$ cat src/rtl/uart_pkg.sv
// Shared types and defaults for the UART receive path.
// Imported by the FIFO and the receive controller.
package uart_pkg;

  typedef enum logic [1:0] {
    ST_OFF   = 2'd0,
    ST_RUN   = 2'd1,
    ST_DRAIN = 2'd2
  } rx_state_e;

  localparam int DEF_DEPTH         = 8;
  localparam int DEF_TIMEOUT_TICKS = 160;

endpackage

$ cat src/rtl/uart_sync_fifo.sv
// Single-clock byte FIFO with occupancy count.
// Storage is unreset; pointers and count are.
module uart_sync_fifo
  import uart_pkg::*;
#(
  parameter int DEPTH = DEF_DEPTH,
  parameter int DW    = 8,
  localparam int AW   = $clog2(DEPTH)
) (
  input  logic          clk,
  input  logic          reset,
  input  logic          push,
  input  logic          pop,
  input  logic [DW-1:0] wdata,
  output logic [DW-1:0] rdata,
  output logic [AW:0]   count,
  output logic          full,
  output logic          empty
);

  logic [DW-1:0] mem [DEPTH];
  logic [AW-1:0] wr_ptr;
  logic [AW-1:0] rd_ptr;
  logic          do_pop;
  logic          do_push;

  assign full    = (count == (AW+1)'(DEPTH));
  assign empty   = (count == '0);
  assign do_pop  = pop && !empty;
  assign do_push = push && (!full || do_pop);
  assign rdata   = mem[rd_ptr];

  // Storage write; no reset on the array.
  always_ff @(posedge clk) begin
    if (do_push) begin
      mem[wr_ptr] <= wdata;
    end
  end

  // Pointers wrap naturally at the power-of-two depth.
  always_ff @(posedge clk or negedge reset) begin
    if (!reset) begin
      wr_ptr <= '0;
      rd_ptr <= '0;
    end else begin
      if (do_push) begin
        wr_ptr <= wr_ptr + AW'(1);
      end
      if (do_pop) begin
        rd_ptr <= rd_ptr + AW'(1);
      end
    end
  end

  // Occupancy tracks push minus pop.
  always_ff @(posedge clk or negedge reset) begin
    if (!reset) begin
      count <= '0;
    end else begin
      unique case (1'b1)
        do_push && !do_pop: count <= count + (AW+1)'(1);
        do_pop && !do_push: count <= count - (AW+1)'(1);
        default:            count <= count;
      endcase
    end
  end

endmodule

$ cat src/rtl/uart_rx_ctrl.sv
// Receive controller: enable FSM, byte FIFO,
// sticky overrun and idle timeout.
module uart_rx_ctrl
  import uart_pkg::*;
#(
  parameter int DEPTH         = DEF_DEPTH,
  parameter int TIMEOUT_TICKS = DEF_TIMEOUT_TICKS,
  localparam int CW           = $clog2(DEPTH) + 1,
  localparam int TW           = $clog2(TIMEOUT_TICKS + 1)
) (
  input  logic          clk,
  input  logic          reset,
  input  logic          i_en,
  input  logic          i_clk_rx,
  input  logic          i_rx_done,
  input  logic [7:0]    i_rx_data,
  output logic          o_div_en,
  output logic          o_valid,
  output logic [7:0]    o_data,
  input  logic          i_ready,
  output logic [CW-1:0] o_count,
  output logic          o_overrun,
  input  logic          i_clr_ovr,
  output logic          o_timeout
);

  localparam logic [TW-1:0] TMAX = TW'(TIMEOUT_TICKS);

  rx_state_e     state_q;
  rx_state_e     state_d;
  logic [TW-1:0] idle_q;
  logic [TW-1:0] idle_d;
  logic          timeout_d;
  logic          run;
  logic          push;
  logic          pop;
  logic          drop;
  logic          full;
  logic          empty;
  logic [7:0]    rdata;

  uart_sync_fifo #(
    .DEPTH (DEPTH),
    .DW    (8)
  ) u_fifo (
    .clk   (clk),
    .reset (reset),
    .push  (push),
    .pop   (pop),
    .wdata (i_rx_data),
    .rdata (rdata),
    .count (o_count),
    .full  (full),
    .empty (empty)
  );

  assign run      = (state_q == ST_RUN);
  assign o_div_en = run;
  assign o_valid  = !empty;
  assign o_data   = o_valid ? rdata : 8'h00;
  assign pop      = o_valid && i_ready;
  assign push     = i_rx_done && run && (!full || pop);
  assign drop     = i_rx_done && run && full && !pop;

  // State register.
  always_ff @(posedge clk or negedge reset) begin
    if (!reset) begin
      state_q <= ST_OFF;
    end else begin
      state_q <= state_d;
    end
  end

  // Next state; re-enable beats empty in DRAIN.
  always_comb begin
    state_d = state_q;
    unique case (state_q)
      ST_OFF: begin
        if (i_en) state_d = ST_RUN;
      end
      ST_RUN: begin
        if (!i_en) state_d = empty ? ST_OFF : ST_DRAIN;
      end
      ST_DRAIN: begin
        if (i_en)       state_d = ST_RUN;
        else if (empty) state_d = ST_OFF;
      end
      default: state_d = ST_OFF;
    endcase
  end

  // Idle counter next value and timeout edge.
  always_comb begin
    idle_d = idle_q;
    if (push || empty || !run || state_d != ST_RUN) begin
      idle_d = '0;
    end else if (i_clk_rx && idle_q != TMAX) begin
      idle_d = idle_q + TW'(1);
    end
    timeout_d = (idle_d == TMAX) && (idle_q != TMAX);
  end

  // Idle counter and one-shot timeout pulse.
  always_ff @(posedge clk or negedge reset) begin
    if (!reset) begin
      idle_q    <= '0;
      o_timeout <= 1'b0;
    end else begin
      idle_q    <= idle_d;
      o_timeout <= timeout_d;
    end
  end

  // Sticky overrun; a new drop beats a clear.
  always_ff @(posedge clk or negedge reset) begin
    if (!reset) begin
      o_overrun <= 1'b0;
    end else if (drop) begin
      o_overrun <= 1'b1;
    end else if (i_clr_ovr) begin
      o_overrun <= 1'b0;
    end
  end

endmodule
$ cat config.mk
export PLATFORM = sky130hd
export DESIGN_NAME = uart_rx_ctrl
export DESIGN_NICKNAME = d
export VERILOG_FILES = /design/src/rtl/uart_pkg.sv /design/src/rtl/uart_sync_fifo.sv /design/src/rtl/uart_rx_ctrl.sv
export SDC_FILE = /design/constraint.sdc
export NUM_CORES = 1
export LEC_CHECK = 0
export BUFFER_PORTS_ARGS = -buffer_cell sky130_fd_sc_hd__buf_2
export CAP_MARGIN = 30
export CORE_UTILIZATION = 56
export DETAILED_ROUTE_END_ITERATION = 10
export GPL_TIMING_DRIVEN = 0
export HOLD_SLACK_MARGIN = 0.1
export PLACE_DENSITY = 0.75
export SLEW_MARGIN = 10
export SYNTH_ARGS = -nofsm -noshare
export SYNTH_HDL_FRONTEND = slang
export SYNTH_SLANG_ARGS = --single-unit
$ cat constraint.sdc
create_clock -name clk -period 5.3 [get_ports clk]
set_input_delay 1.06 -clock clk [delete_from_list [all_inputs] [get_ports clk]]
set_output_delay 1.06 -clock clk [all_outputs]
set_load 0.005 [all_outputs]
# [Word-level counts from Yosys, hierarchy flattened]
# Memory sizes are Yosys's and may differ from the RTL's.
# Cells that the tools add are included.
[op_classes] reduce_logical=26 addsub=5 mux=14 n_eq_ne=6
[ops] op="$mux W8" count=3
[ops] op="$logic_and A1 B1 Y1" count=11
[ops] op="$mux W2" count=5
[ops] op="$add A8 B1 Y8 const B" count=1
[ops] op="$eq A8 B8 Y1 const B" count=1
[ops] op="$ne A8 B8 Y1 const B" count=1
[ops] op="$pmux W4 S2" count=1
[ops] op="$add A3 B1 Y3 const B" count=2
[ops] op="$logic_not A1 Y1" count=6
[ops] op="$pmux W2 S3" count=1
[ops] op="$logic_or A1 B1 Y1" count=5
[ops] op="$add A4 B1 Y4 const B" count=1
[ops] op="$eq A4 B4 Y1 const B" count=1
[ops] op="$logic_not A4 Y1" count=1
[ops] op="$mux W1" count=4
[ops] op="$reduce_bool A2 Y1" count=2
[ops] op="$sub A4 B1 Y4 const B" count=1
[ops] op="$eq A2 B1 Y1 const B" count=1
[ops] op="$eq A2 B2 Y1 const B" count=1
[ops] op="$logic_not A2 Y1" count=1
[ops] op="$ne A2 B1 Y1 const B" count=1
[totals] register_bits=22 wordCells=59 inputBits=15 output_inout_bits=16 mem_bits_rw=64 memories=1
[memory_table] memory="u_fifo.mem" depth=8 width=8 read_ports=1 rd_clocked_by_memory_dff=0 wr=1 line="uart_sync_fifo.sv:21" text="logic [DW-1:0] mem [DEPTH];"

# [Logic depth before layout (Yosys ltp)]
# Gate-level depths: netlist (run 1).
[logic_depth] ltp_word=11 depth_mapped=9 ltp_nobuf=9

# [Modules after synthesis]
# A second synthesis (run 1) with hierarchy kept.
[unflattened] cells_unflattened=244 hier_area_um2=3910.0
[modules_own_cells] module="uart_sync_fifo" cells_each=162 area_per_inst_um2=3150.5 seq_area_each_um2=2172.1 n_inst=1
[modules_own_cells] module="uart_rx_ctrl" cells_each=82 area_per_inst_um2=759.5 seq_area_each_um2=300.3 n_inst=1

# [Worst setup path after synthesis (run 1)]
# OpenSTA, ideal clock, no wires.
[synth_path] kind="input to register" start="input port i_rx_done" end="register u_fifo.count[3]" n_path_buf=0 stages=9 arrival_ns=2.741 setup_ns=0.080 path_slack_ns=2.479 required_ns=5.220 cell_sequence="nand3b_1 > a31oi_1 > inv_1 > ha_1 > ha_1 > a21o_1 > a21oi_1 > mux2i_1 > xnor2_1"
[synth_via] elab_chain_cells=6 word_cells_on_any_way=8
[synth_rtl] element="start, declared" line="uart_rx_ctrl.sv:15" text="input logic i_rx_done,"
[synth_rtl] element="$logic_and A1 B1 Y1 (*) (2 in series)" line="uart_rx_ctrl.sv:62" text="assign push = i_rx_done && run && (!full || pop);"
[synth_rtl] element="$logic_and A1 B1 Y1 (*)" line="uart_sync_fifo.sv:30" text="assign do_push = push && (!full || do_pop);"
[synth_rtl] element="$logic_not A1 Y1" line="uart_sync_fifo.sv:62" text="do_pop && !do_push: count <= count - (AW+1)'(1);"
[synth_rtl] element="$logic_and A1 B1 Y1" line="uart_sync_fifo.sv:62"
[synth_rtl] element="$pmux W4 S2 / $reduce_bool A2 Y1 (equally long branches)"
[synth_rtl] element="end signal, assigned" line="uart_sync_fifo.sv:61" text="do_push && !do_pop: count <= count + (AW+1)'(1);"
[synth_rtl] element="end signal, assigned" line="uart_sync_fifo.sv:62"
[synth_rtl] element="end signal, assigned" line="uart_sync_fifo.sv:63" text="default: count <= count;"
[synth_rtl] element="end, declared" line="uart_sync_fifo.sv:16" text="output logic [AW:0] count,"
# Every way passes the cells marked *; elsewhere a longest branch is shown, timed or not.
# A chain may end at the register's enable or synchronous reset.

# [Worst setup path after layout (run 1)]
[layout_path] start="register u_fifo.rd_ptr[1]" end="output port o_data[3]"
[layout_via] elab_chain_cells=2
[layout_rtl] element="start, declared" line="uart_sync_fifo.sv:23" text="logic [AW-1:0] rd_ptr;"
[layout_rtl] element="start signal, assigned" line="uart_sync_fifo.sv:50" text="rd_ptr <= rd_ptr + AW'(1);"
[layout_rtl] element="$mem_v2 Z8 W8"
[layout_rtl] element="$mux W8" line="uart_rx_ctrl.sv:60" text="assign o_data = o_valid ? rdata : 8'h00;"
[layout_rtl] element="end, declared" line="uart_rx_ctrl.sv:19" text="output logic [7:0] o_data,"
# No other way between the ends.

==> results of run 1 <==
[report_power, final]
part           total [mW]  internal, mW  leakage, nW  switching (mW)
registers           0.861         0.802        0.860          0.0585
logic               0.592         0.294        0.565           0.298
clock network       0.476         0.228        0.103           0.249
total                1.93          1.32         1.53           0.605
[through the flow]
| step | cell area (µm²) | util |
|---|---|---|
| 2_1_floorplan | 3660 | - |
| 3_3_place_gp | 3910 | 0.619 |
| 3_5_place_dp | 3920 | 0.620 |
| 4_1_cts | 4120 | 0.653 |
| 5_1_grt | 4120 | 0.653 |
| 6_report | 4120 | 0.653 |
[layout make-up]
| cell class | instances | area, µm² | share of cell area |
|---|---|---|---|
| Tap cell | 77 | 96.3 | 0.0234 |
| Multi-Input combinational cell | 123 | 1130 | 0.274 |
| Inverter | 10 | 37.5 | 0.00910 |
| Clock inverter | 7 | 83.8 | 0.0203 |
| Sequential cell | 86 | 2470 | 0.600 |
| Timing Repair Buffer | 30 | 150 | 0.0364 |
| Buffer | 7 | 28.8 | 0.00698 |
| Clock buffer | 9 | 124 | 0.0300 |
[synthesized netlist by cell type, types with 2 or more instances]
master	count
nand3_1	2
nor4_1	2
inv_1	10
nor2_1	27
nor3_1	6
buf_1	2
buf_2	2
ha_1	7
nand2b_1	3
xnor2_1	10
o211ai_1	2
nand2_1	10
mux4_2	16
mux2i_1	10
edfxtp_1	64
clkbuf_1	3
xor2_1	7
o21ai_0	2
dfrtp_1	22
[worst paths after layout]
check,start,endpoint,slack [ns],depth (start not counted)
min reg2reg,u_fifo.wr_ptr[0],u_fifo.wr_ptr[0],0.53,1
max reg2reg,u_fifo.count[3],u_fifo.count[3],2.80,8
max,u_fifo.rd_ptr[1],o_data[3],1.73,6
max in group asynchronous,reset,state_q[0],4.31,1
min,u_fifo.wr_ptr[0],u_fifo.wr_ptr[0],0.53,1
min in group asynchronous,reset,idle_q[6],0.65,1
[layer usage]
layer,part of all wire,wire [µm]
met4,0.0097,60
met2,0.48,2960
met3,0.057,355
met1,0.46,2840
met5,0,0
[cells by family after synthesis]
group,synth area share
and+or+nand+nor,0.0770
adders and majority gates,0.0294
muxes,0.132
buffers and inverters,0.0181
AOI/OAI and AO/OA,0.0270
xor gates and xnor gates,0.0407
DFF,0.676
[worst reg2reg max path: stages, from the launching register on]
cell and delay, ns:
dfrtp_1 0.43, nor4_1 0.50, nor2_1 0.21, ha_1 0.28
ha_1 0.28, a21o_1 0.15, a21oi_1 0.18, mux2i_1 0.27
xnor2_1 0.14
[sequential cells by signal, summed over array words and instances (netlist names)]
name and count:
o_timeout 1, u_fifo.wr_ptr 3, u_fifo.count 4, u_fifo.mem 64, o_overrun 1, u_fifo.rd_ptr 3
idle_q 8, state_q 2
==> flow_summary.toml, run 1 <==
[synth]
synth.avg_cell_area_um2 = 16.2
synth_top_area_frac = 0.525
synth_edf_count = 64
synthFlopType = "edfxtp_1"
ys_ff_latch = 86
ys_warn_count = 0
netlist_area_mm2 = 0.00366
syn_inst = 226
synth.distinct_cells = 38
yosysSeqAreaShare = 0.676
synth.area.top_cells = "edfxtp_1 (53%), dfrtp_1 (15%), mux4_2 (9.8%)"
synth-async-reset-ratio = 0.256
synth_fp_nets = 249
synth_top_cell_by_area = "edfxtp_1"

[final_layout]
syn_to_final_growth_pct = 12.7
nFillCells = 446
mostFrequentLayoutCell = "edfxtp_1"
nets = 290
diodes = 0
final_cell_mix = "edfxtp_1 (64), buf_2 (32), nor2_1 (27)"
layout-drive-gt1-share = 0.268
stdcell_count = 349

[critical_path]
critical_path.max_fanout = 10
path_class = "reg -> out"
max_stage_delay_ns = 0.55
path_buf_inv = 3
crit_arrival_ns = 2.51
cp_top_family = "buffers and inverters"
cp_cell_sequence = "clkbuf_1, buf_1, mux4_2, mux2i_1, nor2_1, buf_2"
worst_path_max_delay_cell = "buf_1"
start_kind = "flip-flop"
worstPathRequired_ns = 4.24
end_kind = "primary output"

[floorplan]
num_rows = 29
die_h_um = 82.8
dieArea_mm2 = 0.00686
core_area_mm2 = 0.00631
initial_utilization = 0.579
die_w_um = 82.8
top_level_ports = 31

[timing]
finalHoldViolCount = 0
fmax_mhz = 280
maxSlewHeadroom = 0.398
tns_ns = 0
fin_ws_ns = 1.73
period_needed_ns = 3.57
whs_ns = 0.528
skew_ns = 0.0128
finalCritPeriodShare = 0.673
report.final.setup_viol = 0
rsz0062_at_grt = "false"
drv_slew = 0
worst_pin_slew_ns = 0.899

[route]
drc = 0
ant_nets = 0
drt-total-wl_um = 6210
first_pass_iters = 4
num_vias = 1924
drt_iter0_drc = 98
wire_per_inst_um = 17.8
drt-vias-per-instance = 5.51

[placed_design]
dp.cells = 333
routabilityCongestion = 0.802
hpwl_um = 4000
port_buffers = 30
pre_cts_ws_ns = 2.09

[cts]
insertion_delay_ns = 0.36
post_cts_hold_buffer_count = 0
post_cts_resized = 0
cts_max_level = 3
clk_pin_slew_ns = 0.08
numCtsBuffers = 9
cts_tree = "yes"
cts_sinks = 86
cts_setup_buffers = 0
cts_max_path_buffers = 2
clock_tree.root_cell = "clkbuf_8"

[power]
leakage_nw = 1.53
ir_worst_vdd_mv = 0.287
power-per-cell-area_mw_per_mm2 = 468
total_power_mw = 1.93

[global_route]
grt_use_met1 = 0.284
grt.met2_usage = 0.288
overflow = 0
grt_pass1_wl_um = 9830
antenna_found_initial = 0
grt_max_degree = 23
grt_util_all_layers = 0.196
grt_pass1_vias = 1887
met3_usage = 0.0467
top_usage_layer = "met2"

[job]
maxCapViolCount = 0

[status]
status = "finished, final reports clean"

[hold_path]
hold_class = "reg -> reg"
Power figures use the tool's default switching activity.
==> run 2: changes to the inputs <==
--- a/config.mk
+++ b/config.mk
@@ -7,7 +7,7 @@
 export LEC_CHECK = 0
 export BUFFER_PORTS_ARGS = -buffer_cell sky130_fd_sc_hd__buf_2
 export CAP_MARGIN = 30
-export CORE_UTILIZATION = 56
+export CORE_UTILIZATION = 53
 export DETAILED_ROUTE_END_ITERATION = 10
 export GPL_TIMING_DRIVEN = 0
 export HOLD_SLACK_MARGIN = 0.1
==> constraint.sdc (replaced) <==
create_clock -name clk -period 3 [get_ports clk]
set_input_delay 0.6 -clock clk [delete_from_list [all_inputs] [get_ports clk]]
set_output_delay 0.6 -clock clk [all_outputs]
set_load 0.005 [all_outputs]
==> flow_summary.toml, run 2 (synthesis gave the netlist of run 1 again) <==
[final_layout]
final_cell_mix = "edfxtp_1 (64), buf_2 (31), nor2_1 (27)"
nets = 290
top_regs = "u_fifo.mem (64), idle_q (8), u_fifo.count (4)"
largest_register_ffs = 64
regMostFlops = "u_fifo.mem"
nFillCells = 478
layout-drive-gt1-share = 0.276
mostFrequentLayoutCell = "edfxtp_1"
syn_to_final_growth_pct = 13.4
diodes = 0

[global_route]
overflow = 0
grt_pass1_wl_um = 10100
grt_util_all_layers = 0.194
grt_max_degree = 23
grt_pass1_vias = 1946
antenna_found_initial = 0

[floorplan]
dieArea_mm2 = 0.00724
die_w_um = 85.1
die_h_um = 85.1
num_rows = 29
initial_utilization = 0.563
core_area_mm2 = 0.00649
top_level_ports = 31

[placed_design]
hpwl_um = 4140
port_buffers = 30
routabilityCongestion = 0.782

[route]
drt_iter0_drc = 123
drc = 0
wire_per_inst_um = 17.8
ant_nets = 0
drt-vias-per-instance = 5.58
num_vias = 1948
first_pass_iters = 4
drt-total-wl_um = 6200

[cts]
post_cts_hold_buffer_count = 0
clk_pin_slew_ns = 0.09
cts_sinks = 86
post_cts_resized = 1
cts_setup_buffers = 0
numCtsBuffers = 9
cts_max_level = 3
insertion_delay_ns = 0.36
clock_tree.root_cell = "clkbuf_8"
cts_tree = "yes"
cts_max_path_buffers = 2

[critical_path]
crit_arrival_ns = 2.15
path_buf_inv = 3
r2r_slack_ns = 0.52
r2r-start = "u_fifo.count[3]"
critical_path.max_fanout = 10
r2r-end = "u_fifo.count[3]"
path_class = "reg -> out"
max_stage_delay_ns = 0.54
end_kind = "primary output"
cp_cell_sequence = "clkbuf_4, buf_4, mux4_2, mux2i_1, nor2_1, buf_2"
start_kind = "flip-flop"
ff2ff_path_depth = 8
cp_top_family = "buffers and inverters"
worst_path_max_delay_cell = "mux4_2"
worstPathRequired_ns = 2.40

[timing]
rsz0062_at_grt = "false"
drv_slew = 0
tns_ns = 0
worst_pin_slew_ns = 0.904
report.final.setup_viol = 0
period_needed_ns = 2.75
maxSlewHeadroom = 0.395
whs_ns = 0.197
fmax_mhz = 363
finalCritPeriodShare = 0.917
finalHoldViolCount = 0
skew_ns = 0.0106

[power]
ir_worst_vdd_mv = 0.464
power-per-cell-area_mw_per_mm2 = 840
leakage_nw = 1.55

[job]
maxCapViolCount = 0

[hold_path]
hold_class = "in -> async"

[status]
status = "finished, final reports clean"
## run 2: worst max path at each step
stage                           from                to  slack [ns]  cells after the start
global placement           i_rx_done  u_fifo.mem[0][0]        0.08                      5
detailed placement  u_fifo.rd_ptr[1]         o_data[6]        0.28                      6
floorplan                  i_rx_done   u_fifo.count[3]        0.64                      9
CTS                 u_fifo.rd_ptr[0]         o_data[6]       0.007                      6
finish              u_fifo.rd_ptr[0]         o_data[6]        0.25                      6
global route        u_fifo.rd_ptr[0]         o_data[2]        0.08                      6
## run 2: stage by stage
step / instance area (µm²) / cells / worst slack (ns) / util / power (mW)
detailed placement: 3920 / 333 / 0.282 / 0.603 / 2.61
finish: 4150 / 349 / 0.249 / 0.639 / 3.48
CTS: 4140 / 349 / 0.00708 / 0.638 / 3.51
global placement: 3910 / 333 / 0.0821 / 0.601 / 2.57
floorplan: 3660 / 226 / 0.639 / - / 2.27
global route: 4150 / 349 / 0.0831 / 0.639 / 3.69
## run 2: final cells by class
cell class                 instances  area [µm²]  area share
timing repair buffer              30         150      0.0362
sequential                        86        2470       0.596
clock inverter                     7         103      0.0247
buffer                             7        36.3     0.00875
multi-input combinational        123        1130       0.272
inverter                          10        37.5     0.00905
clock buffer                       9         124      0.0299
tap                               77        96.3      0.0232
## run 2: power by group
part / total [mW] / leakage (nW) / internal, mW / switching, mW
Combinational: 1.05 / 0.572 / 0.530 / 0.523
Sequential: 1.52 / 0.860 / 1.42 / 0.103
Clock: 0.912 / 0.116 / 0.481 / 0.431
## run 2: metal layers
layer | vias to the layer above | GRT usage | share of wire
met4 | 0 | 0.0740 | 0.014
li1 | 928 | - | -
met5 | - | 0 | 0
met2 | 26 | 0.314 | 0.49
met1 | 986 | 0.258 | 0.47
met3 | 8 | 0.0477 | 0.027
==> run 3: changes to the inputs <==
--- a/config.mk
+++ b/config.mk
@@ -16,3 +16,4 @@
 export SYNTH_ARGS = -nofsm -noshare
 export SYNTH_HDL_FRONTEND = slang
 export SYNTH_SLANG_ARGS = --single-unit
+export TNS_END_PERCENT = 1
==> constraint.sdc (replaced) <==
create_clock -name clk -period 3 [get_ports clk]
set_input_delay 0.9 -clock clk [delete_from_list [all_inputs] [get_ports clk]]
set_output_delay 0.9 -clock clk [all_outputs]
set_load 0.005 [all_outputs]
==> flow_summary.toml, run 3 (synthesis gave the netlist of run 1 again) <==
[power]
total_power_mw = 3.47
swShare = 0.302
intPower_mw = 2.42
ir_worst_vdd_mv = 0.465
p_comb_frac = 0.293
p_switching_mw = 1.05
leakage_nw = 1.54
power-per-cell-area_mw_per_mm2 = 838
clkPwrFrac = 0.262
seq_power_share = 0.445

[timing]
whs_ns = 0.498
fin_ws_ns = 0.197
skew_ns = 0.0106
fmax_mhz = 357
rsz0062_at_grt = "false"
period_needed_ns = 2.80
drv_slew = 0
finalCritPeriodShare = 0.934
report.final.setup_viol = 0
maxSlewHeadroom = 0.399
finalHoldViolCount = 0
worst_pin_slew_ns = 0.899

[critical_path]
crit_arrival_ns = 1.90
crit_path_start = "u_fifo.count[3]"
start_kind = "flip-flop"
worstPathRequired_ns = 2.10
path_class = "reg -> out"
end_kind = "primary output"
critical_path.max_fanout = 10
r2r-start = "state_q[1]"

[placed_design]
dp.cells = 333
port_buffers = 30
placed_area_mm2 = 0.00392
routabilityCongestion = 0.782
pre_cts_ws_ns = -0.0180
hpwl_um = 4140

[final_layout]
top_regs = "u_fifo.mem (64), idle_q (8), u_fifo.count (4)"
largest_register_ffs = 64
design_area_mm2 = 0.00414
diodes = 0
syn_to_final_growth_pct = 13.2
seqCellArea_mm2 = 0.00247
mostFrequentLayoutCell = "edfxtp_1"
nets = 288
multi_input_area_mm2 = 0.00113
layout-drive-gt1-share = 0.278
final_cell_mix = "edfxtp_1 (64), buf_2 (31), nor2_1 (27)"
regMostFlops = "u_fifo.mem"
nFillCells = 479
stdcell_count = 347

[floorplan]
die_w_um = 85.1
initial_utilization = 0.563
top_level_ports = 31
die_h_um = 85.1
num_rows = 29
dieArea_mm2 = 0.00724
core_area_mm2 = 0.00649

[route]
num_vias = 1930
drt-total-wl_um = 6120
drc = 0
drt-vias-per-instance = 5.56
drt_iter0_drc = 108
first_pass_iters = 4
ant_nets = 0
wire_per_inst_um = 17.6

[cts]
clk_pin_slew_ns = 0.09
cts_max_path_buffers = 2
clock_tree.root_cell = "clkbuf_8"
cts_max_level = 3
cts_tree = "yes"
insertion_delay_ns = 0.36
post_cts_hold_buffer_count = 0
cts_sinks = 86
numCtsBuffers = 9

[global_route]
grt_pass1_vias = 1939
grt_pass1_wl_um = 10100
grt_util_all_layers = 0.194
antenna_found_initial = 0
overflow = 0
grt_max_degree = 23

[job]
maxCapViolCount = 0

[status]
status = "finished, final reports clean"

[hold_path]
hold_class = "in -> async"
==> run 3: changes by cell type in the layout (fill, tap and decap cells not counted) <==
cell | previous run | this run
clkbuf_1 | 2 | 1
dfrtp_2 | 0 | 1
buf_6 | 0 | 1
dfrtp_1 | 22 | 21
buf_4 | 1 | 0
clkbuf_4 | 1 | 0
==> run 3: cell type report <==
type                       instances  area share
clock inverter                     7      0.0248
clock buffer                       9      0.0299
sequential                        86       0.597
buffer                             5     0.00695
multi-input combinational        123       0.273
timing repair buffer              30      0.0362
inverter                          10     0.00906
tap                               77      0.0233
==> run 3: worst max-delay path, stage by stage, from the launching register on <==
cell,delay (ns)
dfrtp_1,0.43
nor4_1,0.50
clkbuf_2,0.37
nor2_1,0.12
buf_2,0.14
==> run 3: power by group through the flow <==
stage	logic, mW	clock network [mW]	registers [mW]
finish	1.02	0.910	1.55
global route	1.14	0.965	1.57
CTS	1.06	0.918	1.55
detailed placement	1.06	0	1.55
global placement	1.04	0	1.53
floorplan	0.745	0	1.52
==> run 3: stage by stage <==
stage,setup TNS [ns],utilization
after floorplan,0,-
after global placement,-3.16,0.601
after detailed placement,-0.0360,0.603
after CTS,0,0.639
after global routing,0,0.638
final,0,0.638
==> run 3: what timing repair did <==
item	CTS	global route
resized for setup	5	2
cloned	0	0
hold endpoints to repair	0	0
buffers inserted	0	0
setup endpoints to repair	8	8
==> run 3: worst paths after layout <==
check | endpoint | cells past startpoint | slack (ns)
hold reg to reg | u_fifo.wr_ptr[0] | 1 | 0.53
setup / recovery | o_data[2] | 4 | 0.20
max in group asynchronous | u_fifo.rd_ptr[1] | 1 | 2.15
hold / removal | u_fifo.wr_ptr[2] | 1 | 0.50
setup reg to reg | u_fifo.count[3] | 9 | 0.51
min in group clk | u_fifo.wr_ptr[0] | 1 | 0.53
==> run 3: metal layers <==
metal	part of all wire	vias to the layer above	wire, µm	GRT usage
li1	-	923	-	-
met4	0.014	0	83	0.0740
met5	0	-	0	0
met3	0.033	8	201	0.0477
met1	0.46	967	2840	0.258
met2	0.49	32	3000	0.313
